--- config.mk ---
export PLATFORM = sky130hd
export DESIGN_NAME = dma_cfg_slave_flat
export DESIGN_NICKNAME = d
export VERILOG_FILES = /design/src/rtl/dma_cfg_pkg.sv /design/src/rtl/dma_cfg_slave_if.sv /design/src/rtl/dma_cfg_watchdog.sv /design/src/rtl/dma_cfg_slave.sv /design/src/flat_wrapper.sv
export SDC_FILE = /design/constraint.sdc
export NUM_CORES = 1
export LEC_CHECK = 0
export CORE_AREA = 2 2 112 114
export DETAILED_ROUTE_END_ITERATION = 6
export DIE_AREA = 0 0 114 116
export PLACE_DENSITY = 0.77
export SLEW_MARGIN = 20
export SYNTH_ARGS = -nofsm -noshare
export SYNTH_HDL_FRONTEND = slang
export SYNTH_HIERARCHICAL = 1
export SYNTH_SLANG_ARGS = --single-unit
export TNS_END_PERCENT = 5
--- constraint.sdc ---
create_clock -name clk -period 1.9 [get_ports clk]
set_clock_uncertainty 0.15 [all_clocks]
set_input_delay 0.285 -clock clk [delete_from_list [all_inputs] [get_ports clk]]
set_output_delay 0.285 -clock clk [all_outputs]
set_load 0.1 [all_outputs]
--- src/rtl/dma_cfg_pkg.sv ---
// Shared types and constants for the DMA configuration responder.
package dma_cfg_pkg;

  typedef enum logic [2:0] {
    IDLE,
    CHECK,
    ISSUE,
    BUSY,
    DONE
  } state_e;

  typedef enum logic [1:0] {
    OK      = 2'd0,
    LEN     = 2'd1,
    ALIGN   = 2'd2,
    TIMEOUT = 2'd3
  } err_e;

  localparam logic [1:0] ALIGN_MASK = 2'b11;

  function automatic logic misaligned(input logic [31:0] src, input logic [31:0] dst,
                                      input logic [31:0] len);
    return |((src[1:0] | dst[1:0] | len[1:0]) & ALIGN_MASK);
  endfunction

endpackage

--- src/rtl/dma_cfg_slave_if.sv ---
// Configuration command bus plus descriptor handshake towards the DMA engine.
interface dma_cfg_slave_if;

  logic [31:0] src_addr;
  logic [31:0] dst_addr;
  logic [31:0] length;
  logic        start;
  logic        done;
  logic [1:0]  err_code;
  logic        busy;
  logic        desc_valid;
  logic        desc_ready;
  logic [31:0] desc_src;
  logic [31:0] desc_dst;
  logic [31:0] desc_len;
  logic        eng_done;
  logic        eng_abort;

  modport slave (
    input  src_addr, dst_addr, length, start, desc_ready, eng_done,
    output done, err_code, busy, desc_valid, desc_src, desc_dst, desc_len, eng_abort
  );

  modport master (
    output src_addr, dst_addr, length, start, desc_ready, eng_done,
    input  done, err_code, busy, desc_valid, desc_src, desc_dst, desc_len, eng_abort
  );

endinterface

--- src/rtl/dma_cfg_watchdog.sv ---
// Engine watchdog: counts enabled cycles since clear, flags the last allowed cycle.
module dma_cfg_watchdog #(
  parameter int unsigned TIMEOUT_CYCLES = 1024
) (
  input  logic clk,
  input  logic reset,
  input  logic clear,
  input  logic enable,
  output logic expired
);

  generate
    if (TIMEOUT_CYCLES == 0) begin : g_off
      assign expired = 1'b0;
    end else begin : g_on
      localparam int unsigned CW = $clog2(TIMEOUT_CYCLES + 1);
      logic [CW-1:0] count;

      always_ff @(posedge clk) begin
        if (reset || clear) begin
          count <= '0;
        end else if (enable && !expired) begin
          count <= count + 1'b1;
        end
      end

      assign expired = enable && (count == CW'(TIMEOUT_CYCLES - 1));
    end
  endgenerate

endmodule

--- src/rtl/dma_cfg_slave.sv ---
// DMA configuration responder: latch, validate, issue descriptor, await engine, report done.
// Optional alignment check enabled by defining CFG_ALIGN_CHECK_EN.
module dma_cfg_slave
  import dma_cfg_pkg::*;
#(
  parameter logic [31:0] MAX_LEN        = 32'h0010_0000,
  parameter int unsigned TIMEOUT_CYCLES = 1024
) (
  input logic            clk,
  input logic            reset,
  dma_cfg_slave_if.slave bus
);

  state_e      state;
  logic [31:0] src_q;
  logic [31:0] dst_q;
  logic [31:0] len_q;
  logic        desc_valid_q;
  logic        done_q;
  err_e        err_q;
  logic        abort_q;
  logic        busy_q;
  logic        align_fault;
  logic        wd_clear;
  logic        wd_expired;

`ifdef CFG_ALIGN_CHECK_EN
  assign align_fault = misaligned(src_q, dst_q, len_q);
`else
  assign align_fault = 1'b0;
`endif

  // Counter restarts on the handshake edge so the first BUSY cycle sees count 0.
  assign wd_clear = (state == ISSUE) && bus.desc_ready;

  dma_cfg_watchdog #(
    .TIMEOUT_CYCLES(TIMEOUT_CYCLES)
  ) u_watchdog (
    .clk    (clk),
    .reset  (reset),
    .clear  (wd_clear),
    .enable (state == BUSY),
    .expired(wd_expired)
  );

  always_ff @(posedge clk) begin
    if (reset) begin
      state        <= IDLE;
      src_q        <= '0;
      dst_q        <= '0;
      len_q        <= '0;
      desc_valid_q <= 1'b0;
      done_q       <= 1'b0;
      err_q        <= OK;
      abort_q      <= 1'b0;
      busy_q       <= 1'b0;
    end else begin
      done_q  <= 1'b0;
      err_q   <= OK;
      abort_q <= 1'b0;
      unique case (state)
        IDLE: begin
          if (bus.start) begin
            src_q  <= bus.src_addr;
            dst_q  <= bus.dst_addr;
            len_q  <= bus.length;
            busy_q <= 1'b1;
            state  <= CHECK;
          end
        end
        CHECK: begin
          if ((len_q == '0) || (len_q > MAX_LEN)) begin
            done_q <= 1'b1;
            err_q  <= LEN;
            state  <= DONE;
          end else if (align_fault) begin
            done_q <= 1'b1;
            err_q  <= ALIGN;
            state  <= DONE;
          end else begin
            desc_valid_q <= 1'b1;
            state        <= ISSUE;
          end
        end
        ISSUE: begin
          if (bus.desc_ready) begin
            desc_valid_q <= 1'b0;
            state        <= BUSY;
          end
        end
        BUSY: begin
          // Engine completion beats a coincident watchdog expiry.
          if (bus.eng_done) begin
            done_q <= 1'b1;
            err_q  <= OK;
            state  <= DONE;
          end else if (wd_expired) begin
            done_q  <= 1'b1;
            err_q   <= TIMEOUT;
            abort_q <= 1'b1;
            state   <= DONE;
          end
        end
        DONE: begin
          busy_q <= 1'b0;
          state  <= IDLE;
        end
        default: begin
          desc_valid_q <= 1'b0;
          busy_q       <= 1'b0;
          state        <= IDLE;
        end
      endcase
    end
  end

  assign bus.done       = done_q;
  assign bus.err_code   = err_q;
  assign bus.eng_abort  = abort_q;
  assign bus.busy       = busy_q;
  assign bus.desc_valid = desc_valid_q;
  assign bus.desc_src   = src_q;
  assign bus.desc_dst   = dst_q;
  assign bus.desc_len   = len_q;

endmodule

--- src/flat_wrapper.sv ---
// flat-port wrapper written by rule: the top's interface ports become plain ports
module dma_cfg_slave_flat import dma_cfg_pkg::*;
#(
  parameter logic [31:0] MAX_LEN        = 32'h0010_0000,
  parameter int unsigned TIMEOUT_CYCLES = 1024
)
  (clk, reset, bus_src_addr, bus_dst_addr, bus_length, bus_start, bus_desc_ready, bus_eng_done, bus_done, bus_err_code, bus_busy, bus_desc_valid, bus_desc_src, bus_desc_dst, bus_desc_len, bus_eng_abort);
  dma_cfg_slave_if bus_i ();
  input logic clk;
  input logic reset;
  input wire logic [$bits(bus_i.src_addr)-1:0] bus_src_addr;
  input wire logic [$bits(bus_i.dst_addr)-1:0] bus_dst_addr;
  input wire logic [$bits(bus_i.length)-1:0] bus_length;
  input wire logic [$bits(bus_i.start)-1:0] bus_start;
  input wire logic [$bits(bus_i.desc_ready)-1:0] bus_desc_ready;
  input wire logic [$bits(bus_i.eng_done)-1:0] bus_eng_done;
  output wire logic [$bits(bus_i.done)-1:0] bus_done;
  output wire logic [$bits(bus_i.err_code)-1:0] bus_err_code;
  output wire logic [$bits(bus_i.busy)-1:0] bus_busy;
  output wire logic [$bits(bus_i.desc_valid)-1:0] bus_desc_valid;
  output wire logic [$bits(bus_i.desc_src)-1:0] bus_desc_src;
  output wire logic [$bits(bus_i.desc_dst)-1:0] bus_desc_dst;
  output wire logic [$bits(bus_i.desc_len)-1:0] bus_desc_len;
  output wire logic [$bits(bus_i.eng_abort)-1:0] bus_eng_abort;
  assign bus_i.src_addr = bus_src_addr;
  assign bus_i.dst_addr = bus_dst_addr;
  assign bus_i.length = bus_length;
  assign bus_i.start = bus_start;
  assign bus_i.desc_ready = bus_desc_ready;
  assign bus_i.eng_done = bus_eng_done;
  assign bus_done = bus_i.done;
  assign bus_err_code = bus_i.err_code;
  assign bus_busy = bus_i.busy;
  assign bus_desc_valid = bus_i.desc_valid;
  assign bus_desc_src = bus_i.desc_src;
  assign bus_desc_dst = bus_i.desc_dst;
  assign bus_desc_len = bus_i.desc_len;
  assign bus_eng_abort = bus_i.eng_abort;
  dma_cfg_slave #(.MAX_LEN(MAX_LEN), .TIMEOUT_CYCLES(TIMEOUT_CYCLES)) u_core (.clk(clk), .reset(reset), .bus(bus_i));
endmodule
# Word-level counts from Yosys, hierarchy flattened
# Cells that the tools add are included.
# Widths: inputs -> output; s select.
[op_classes] n_addsub=1 order_cmp=1 n_eq_ne=9 n_mux=19 n_bitwise=3 n_reduce_logical=15
[op_table] op="$gt 32x21->1 const B" n=1
[op_table] op="$logic_not 32->1" n=1
[op_table] op="$mux 3" n=5
[op_table] op="$pmux 3 s4" n=1
[op_table] op="$add 11x1->11 const B" n=1
[op_table] op="$eq 11x10->1 const B" n=1
[op_table] op="$reduce_or 3->1" n=3
[op_table] op="$mux 1" n=7
[op_table] op="$eq 3x2->1 const B" n=2
[op_table] op="$ne 2x2->1 const B" n=3
[op_table] op="$reduce_and 3->1" n=2
[op_table] op="$mux 2" n=2
[op_table] op="$pmux 1 s2" n=2
[op_table] op="$pmux 2 s2" n=1
[op_table] op="$reduce_and 2->1" n=2
[op_table] op="$eq 3x1->1 const B" n=1
[op_table] op="$eq 3x3->1 const B" n=1
[op_table] op="$logic_and 1x1->1" n=3
[op_table] op="$logic_not 3->1" n=1
[op_table] op="$ne 3x2->1 const B" n=1
[op_table] op="$not 1->1" n=3
[op_table] op="$pmux 1 s3" n=1
[op_table] op="$logic_or 1x1->1" n=2
[op_table] op="$logic_not 1->1" n=1
[totals] regBits=116 in_bits=101 word_cells=58

# Logic depth before layout (Yosys ltp)
# Gate-level depths: netlist (run 1).
[depth] depth_word=5 depth_mapped=8

# By module
# Netlist (run 1), hierarchy kept.
[by_module_without_submodules] mod="dma_cfg_slave" instances=1 cells_each=470 area_per_inst_um2=3778.6 seq_area_each_um2=2102.0
[by_module_without_submodules] mod="dma_cfg_watchdog" instances=1 cells_each=71 area_per_inst_um2=616.8 seq_area_each_um2=220.2

# Worst setup path after synthesis (run 1)
# Ideal clock, no wire load.
[synth_path] path_type="reg-to-reg" startpoint="reg u_core.len_q[5] (netlist: u_core/bus.desc_len[5])" endpoint="reg u_core.desc_valid_q (netlist: u_core/bus.desc_valid)" setup_time_ns=0.069 arrival_ns=1.910 required_time_ns=1.681 setup_slack_ns=-0.229 path_stages_with_launch=5 path_buffers=0 period_less_slack_ns=2.129 cell_sequence="dfxtp_1 > nor4_1 > and3_1 > a2111o_1 > o21ai_1"
[synth_between] elab_chain_cells=4
[synth_lines] element="from (decl)" line_no="dma_cfg_slave.sv:17" text="logic [31:0] len_q;"
[synth_lines] element="from (signal assigned)" line_no="dma_cfg_slave.sv:66" text="len_q <= bus.length;"
[synth_lines] element="$gt 32x21->1 / $logic_not 32->1 (equally long branches)" line_no="dma_cfg_slave.sv:72" text="if ((len_q == '0) || (len_q > MAX_LEN)) begin"
[synth_lines] element="$logic_or 1x1->1 *" line_no="dma_cfg_slave.sv:72"
[synth_lines] element="$ne 2x2->1 (no line) *"
[synth_lines] element="$reduce_and 3->1 (no line) *"
[synth_lines] element="to (signal assigned)" line_no="dma_cfg_slave.sv:81" text="desc_valid_q <= 1'b1;"
[synth_lines] element="to (signal assigned)" line_no="dma_cfg_slave.sv:87" text="desc_valid_q <= 1'b0;"
[synth_lines] element="to (signal assigned)" line_no="dma_cfg_slave.sv:109" text="desc_valid_q <= 1'b0;"
[synth_lines] element="to (decl)" line_no="dma_cfg_slave.sv:18" text="logic desc_valid_q;"
# Mark *: on every way between the ends. The rest lies on a longest branch, timed or not.
# A chain may end at the register's enable or synchronous reset.

# Worst setup path in the final report (run 1)
[layout_path] startpoint="reg u_core.u_watchdog.g_on.count[1]" endpoint="reg u_core.state[1]"
[layout_between] elab_chain_cells=4
[layout_lines] element="from (decl)" line_no="dma_cfg_watchdog.sv:17" text="logic [CW-1:0] count;"
[layout_lines] element="from (signal assigned)" line_no="dma_cfg_watchdog.sv:23" text="count <= count + 1'b1;"
[layout_lines] element="$eq 11x10->1" line_no="dma_cfg_watchdog.sv:27" text="assign expired = enable && (count == CW'(TIMEOUT_CYCLES - 1));"
[layout_lines] element="$logic_and 1x1->1" line_no="dma_cfg_watchdog.sv:27"
[layout_lines] element="named net u_core.wd_expired" line_no="dma_cfg_slave.sv:25" text="logic wd_expired;"
[layout_lines] element="$ne 3x2->1 (no line)"
[layout_lines] element="$reduce_and 3->1 (no line)"
[layout_lines] element="to (signal assigned)" line_no="dma_cfg_slave.sv:48" text="state <= IDLE;"
[layout_lines] element="to (signal assigned)" line_no="dma_cfg_slave.sv:68" text="state <= CHECK;"
[layout_lines] element="to (signal assigned)" line_no="dma_cfg_slave.sv:75" text="state <= DONE;"
[layout_lines] element="to (decl)" line_no="dma_cfg_slave.sv:14" text="state_e state;"
# The timed path passes the listed nets, and every way through them passes these cells.

==> metrics.txt, run 1 <==
Post-Synth XOR/XNOR Area 0; largest net degree at the start of global routing 53; drt total wl 13900 µm; element type at the critical path end flop; status complete, no violations; I/O pin count 203; 1st-iter DRT viols 247; Initial Util 0.369; initial antenna violation count 0; global-route wire length before repair 21900 µm; fraction of layout cells with a size suffix above 1 0.252; Global Route Usage Sum 0.213; fin util 0.697; largest family of logic cells by synthesized area simple AND/OR/NAND/NOR gates; crit-path max FO 4; net count after synthesis 643; Fmax 554 MHz; leakage 3.20 nW; # nets final 850; Slew @ Worst Pin 478 ps; die outline width 114 µm; Sw Ratio 0.346; synth warn 6; Adder-Cell Fraction of Synth Area 0.00285; area leader, netlist dfxtp_1; number of port buffers 202; Synth Instances 541; area share of and/or/nand/nor cells after synthesis 0.241; post-synthesis mux area share 0.0162; Critical Path RT 2090 ps; Slew Limit Fails 0; CP top delay family simple AND/OR/NAND/NOR gates; syn avg cell area 8.12 µm²; Layout Cells excl Fill 908; minimum clock period after layout 1810 ps; Vias 4552; drt pass-1 iters 4; Setup-failing EPs final 0; Worst path slowest cell a2111o_1; DRC 0; worst relative slew slack 0.681; RSZ-0062 raised after global routing false; worst path bufs/invs 0; Worst EP arrival 1990 ps; CTS max path bufs 2; clk root buf clkbuf_16; die height 116 µm; DIE AREA 13200 µm²; Flop pwr share 0.328; Placer Congestion 0.891; final hold vios 0; Post-synth EDFFs 0; Hold Crit Class input pin to flop; synth top area cells dfxtp_1 53%, nand2_1 17%, a21oi_1 12%; vias in the first global route 4600; combinational power share 0.315; Overflow after GRT 0; Max Cap Viol 0; total CTS buffers 17; mapped cell area 4400 µm²; via density per instance 5.01; complex-gate fraction of the synthesized area 0.161; H-tree levels 4; sequential fraction of the synthesis area 0.528; antenna diode count 0; worst setup path category flop to flop; Power per Cell Area 1040 nW/µm²; ANT nets after route 0; Most used DFF post-synth dfxtp_1; period utilization 0.950; clock power share 0.357; Syn-to-layout area delta 88.8%; startpoint types flop; CTS tree done; Synth Register Bits 116; unique cell type count in the Yosys netlist 46; clock slew at reported path FFs 50 ps; Peak VDD IR 0.000733 V; WL/cell 15.3 µm; post-DP HPWL 10200 µm; CTS sink cnt 116; Pint 5.62 mW; CORE AREA 11900 µm²; worst skew pair latency 410 ps; worst path cell trace ha_2, and3b_1, nand3_2, nor2_1, or2_4, a2111o_1, o21ai_1; Largest stage delay, worst path 400 ps; Psw 2.97 mW; placed cell count 874; row cnt 40; Synth async-reset ratio 0; top cell type's share of synthesized area 0.528
==> power groups by stage <==
stage / logic, mW / registers (mW) / clock network [mW]
global placement: 2.67 / 2.85 / 0
floorplan: 0.462 / 3.96 / 0
finish: 2.71 / 2.81 / 3.07
detailed placement: 2.71 / 2.87 / 0
CTS: 2.72 / 2.82 / 3.13
global route: 2.82 / 2.84 / 3.23
==> stage by stage <==
step	power [mW]	hold slack (ps)	TNS, ps	instance area [µm²]	setup slack, ps
finish	8.59	264	0	8300	94.7
detailed placement	5.57	287	-2510	7660	-279
CTS	8.66	246	0	8270	18.0
floorplan	4.42	204	-12.3	4420	-12.3
global route	8.89	267	0	8300	14.7
global placement	5.53	290	-1710	7660	-199
==> worst register-to-register path: cells and delay by family (launching register included) <==
kind            cells  cell delay (ps)
flops               1              330
simple gates        4              590
fa+ha+maj           1              180
compound gates      2              480
==> cells in the mapped netlist (2+ instances only) <==
master     instances
a2111o_1           2
a2111oi_2          2
a211oi_1           4
a21oi_1          101
a31oi_1            6
and3_1             5
buf_2             10
buf_4              2
buf_6              6
clkbuf_1          18
dfxtp_1          116
inv_1              6
mux2i_1            6
nand2_1          204
nand3_1            4
nand3_2            2
nand3b_1           2
nor2_1             7
nor4_1             8
o21ai_1            2
or3_1              3
==> state kept, by name (all words and copies together), names as in the netlist <==
signal	count
u_core/bus.busy	1
u_core/bus.desc_dst	32
u_core/bus.desc_len	32
u_core/bus.desc_src	32
u_core/bus.desc_valid	1
u_core/bus.done	1
u_core/bus.eng_abort	1
u_core/bus.err_code	2
u_core/state	3
u_core/u_watchdog/g_on.count	11
==> repair_timing <==
action / CTS / global route
pin swaps: 1 / 1
resized for setup: 1 / 6
setup endpoints to repair: 1 / 12
hold endpoints to repair: 2 / 0
buffers inserted: 1 / 0
hold buffers: 1 / 0
==> kinds of logic after synthesis <==
kind of cell | after synthesis
DFF | 116
muxes | 7
buffers and inverters | 42
AOI/OAI and AO/OA | 126
adders and majority gates | 1
and+or+nand+nor | 249
==> cells in the final DEF, fill, tap and decap left out, types with 6 or more instances in the layout <==
cell and count:
clkdlybuf4s50_1 99, inv_1 6, dfxtp_1 93, mux2i_1 6, nor2_1 7, clkbuf_16 17, buf_4 18, buf_12 106
a21oi_1 101, nor4_1 8, dfxtp_2 23, clkbuf_8 6, a31oi_1 6, nand2_1 204
==> worst paths after layout <==
| path | start | to | slack, ps | depth (start not counted) |
|---|---|---|---|---|
| max | u_core/u_watchdog/g_on.count[1] | u_core/state[1] | 90 | 7 |
| min | bus_length[11] | u_core/bus.desc_len[11] | 260 | 3 |
| max reg2reg | u_core/u_watchdog/g_on.count[1] | u_core/state[1] | 90 | 7 |
| min reg2reg | u_core/u_watchdog/g_on.count[10] | u_core/u_watchdog/g_on.count[10] | 290 | 2 |
==> area by class of cell <==
class | instances | area [µm²]
clock inverters | 8 | 72.6
clock buffers | 24 | 512
flip-flops and latches | 116 | 2350
well taps | 147 | 184
inverters | 6 | 22.5
multi-input cells | 383 | 1900
fillers | 859 | 3610
repair buffers | 224 | 3260
==> metal layers <==
| layer | share of wire | wire (µm) | global-route usage | vias to the layer above |
|---|---|---|---|---|
| li1 | - | - | - | 2234 |
| met2 | 0.52 | 7230 | 0.377 | 177 |
| met4 | 0.030 | 416 | 0.119 | 0 |
| met3 | 0.073 | 1020 | 0.0706 | 29 |
| met1 | 0.38 | 5260 | 0.223 | 2112 |
| met5 | 0 | 0 | 0 | - |
No activity file was read; power rests on OpenSTA's default activity.
==> run 2: changes to the inputs <==
- CAP_MARGIN: not set -> 20
- PLACE_DENSITY: 0.77 -> not set
- PLACE_DENSITY_LB_ADDON: not set -> 0.2
==> metrics.txt, run 2 (synthesis results as in run 1) <==
Max Used Layer met4; DRC 0; initial antenna violation count 0; Routed met3 length 1100 µm; period utilization 0.955; Setup-failing EPs final 0; die height 116 µm; Placer Congestion 0.862; fraction of layout cells with a size suffix above 1 0.252; Power per Cell Area 1050 nW/µm²; DR WL met2 7160 µm; total CTS buffers 17; RSZ-0062 raised after global routing true; largest net degree at the start of global routing 47; commonest non-fill, non-tap cell in the layout nand2_1; worst setup path category flop to flop; Area after DPL 7690 µm²; ANT nets after route 0; Layout Cells excl Fill 909; final hold vios 0; Hold Crit Class input pin to flop; CTS sink cnt 116; I/O pin count 203; 1st-iter DRT viols 204; Slew @ Worst Pin 501 ps; Setup WS post-layout 85.2 ps; antenna diode count 0; worst relative slew slack 0.666; Slew Limit Fails 0; drt total wl 13800 µm; Hold Slack 268 ps; most frequent cells in the layout 204 x nand2_1, 107 x buf_12, 101 x a21oi_1; via density per instance 4.96; global-route wire length before repair 21600 µm; drt pass-1 iters 4; clk root buf clkbuf_16; worst skew pair latency 410 ps; Min-Delay Path Depth 3; Initial Util 0.369; die outline width 114 µm; minimum clock period after layout 1810 ps; Overflow after GRT 0; crit-path max FO 7; Max Cap Viol 0; element type at the critical path end flop; H-tree levels 4; CORE AREA 11900 µm²; row cnt 40; CTS tree done; DIE AREA 13200 µm²; Fmax 551 MHz; M1 WL 5300 µm; Vias 4510; Worst EP arrival 2000 ps; clock slew at reported path FFs 50 ps; vias in the first global route 4529; Peak VDD IR 0.000600 V; Critical Path RT 2090 ps; leakage 3.21 nW; WL/cell 15.2 µm; R2R depth 5; post-DP HPWL 10100 µm; Global Route Usage Sum 0.209; startpoint types flop; pre-CTS setup slack -231 ps; number of port buffers 202; placed cell count 876; CTS max path bufs 2; Layout Cell Area excl Fill 8310 µm²; Syn-to-layout area delta 89.1%; status complete, no violations; # nets final 851
run 2: cell types whose count changed in the layout (fill, tap and decap cells not counted), sizes merged:
cell	change
clkbuf	-2
buf	+1
bufinv	+2
clkinv	+1
clkinvlp	-1
run 2: worst max-delay path, stage by stage (launching register included):
cell       delay (ps)
dfxtp_1           440
nand3b_1          130
inv_1             120
nand4_1           230
a2111oi_2         460
mux2i_1           210
run 2: worst paths after layout:
kind / to / slack (ps) / from
max: u_core/u_watchdog/g_on.count[7] / 90 / u_core/state[1]
max reg2reg: u_core/u_watchdog/g_on.count[7] / 90 / u_core/state[1]
min: u_core/bus.desc_len[0] / 270 / bus_length[0]
min reg2reg: u_core/u_watchdog/g_on.count[10] / 310 / u_core/u_watchdog/g_on.count[10]
run 2: what timing repair did:
action,CTS,global route
endpoints found under the setup margin,0,14
gates resized for setup,0,6
hold endpoints to repair,1,0
setup buffers,0,0
hold buffers,1,0
run 2: layout make-up:
class                           instances  area [µm²]
Sequential cell                       116        2350
Inverter                                6        22.5
Timing Repair Buffer                  225        3280
Clock buffer                           22         464
Tap cell                              147         184
Fill cell                             929        3600
Clock inverter                         10         130
Multi-Input combinational cell        383        1880
run 2: stage by stage:
| stage | total power [mW] | utilization | TNS, ps |
|---|---|---|---|
| finish | 8.72 | 0.698 | 0 |
| global route | 9.02 | 0.698 | -86.0 |
| CTS | 8.79 | 0.696 | 0 |
| detailed placement | 5.59 | 0.645 | -2070 |
| global placement | 5.55 | 0.645 | -1350 |
| floorplan | 4.42 | - | -12.3 |
run 2: routing by layer:
layer,up-vias,track usage
met3,23,0.0821
met2,171,0.375
met1,2083,0.219
met4,0,0.0878
met5,-,0
li1,2233,-
run 2: power breakdown:
group | switching (mW) | internal, mW | leakage [nW]
combinational | 1.70 | 1.02 | 1.96
clock | 1.06 | 2.12 | 0.290
sequential | 0.195 | 2.62 | 0.960
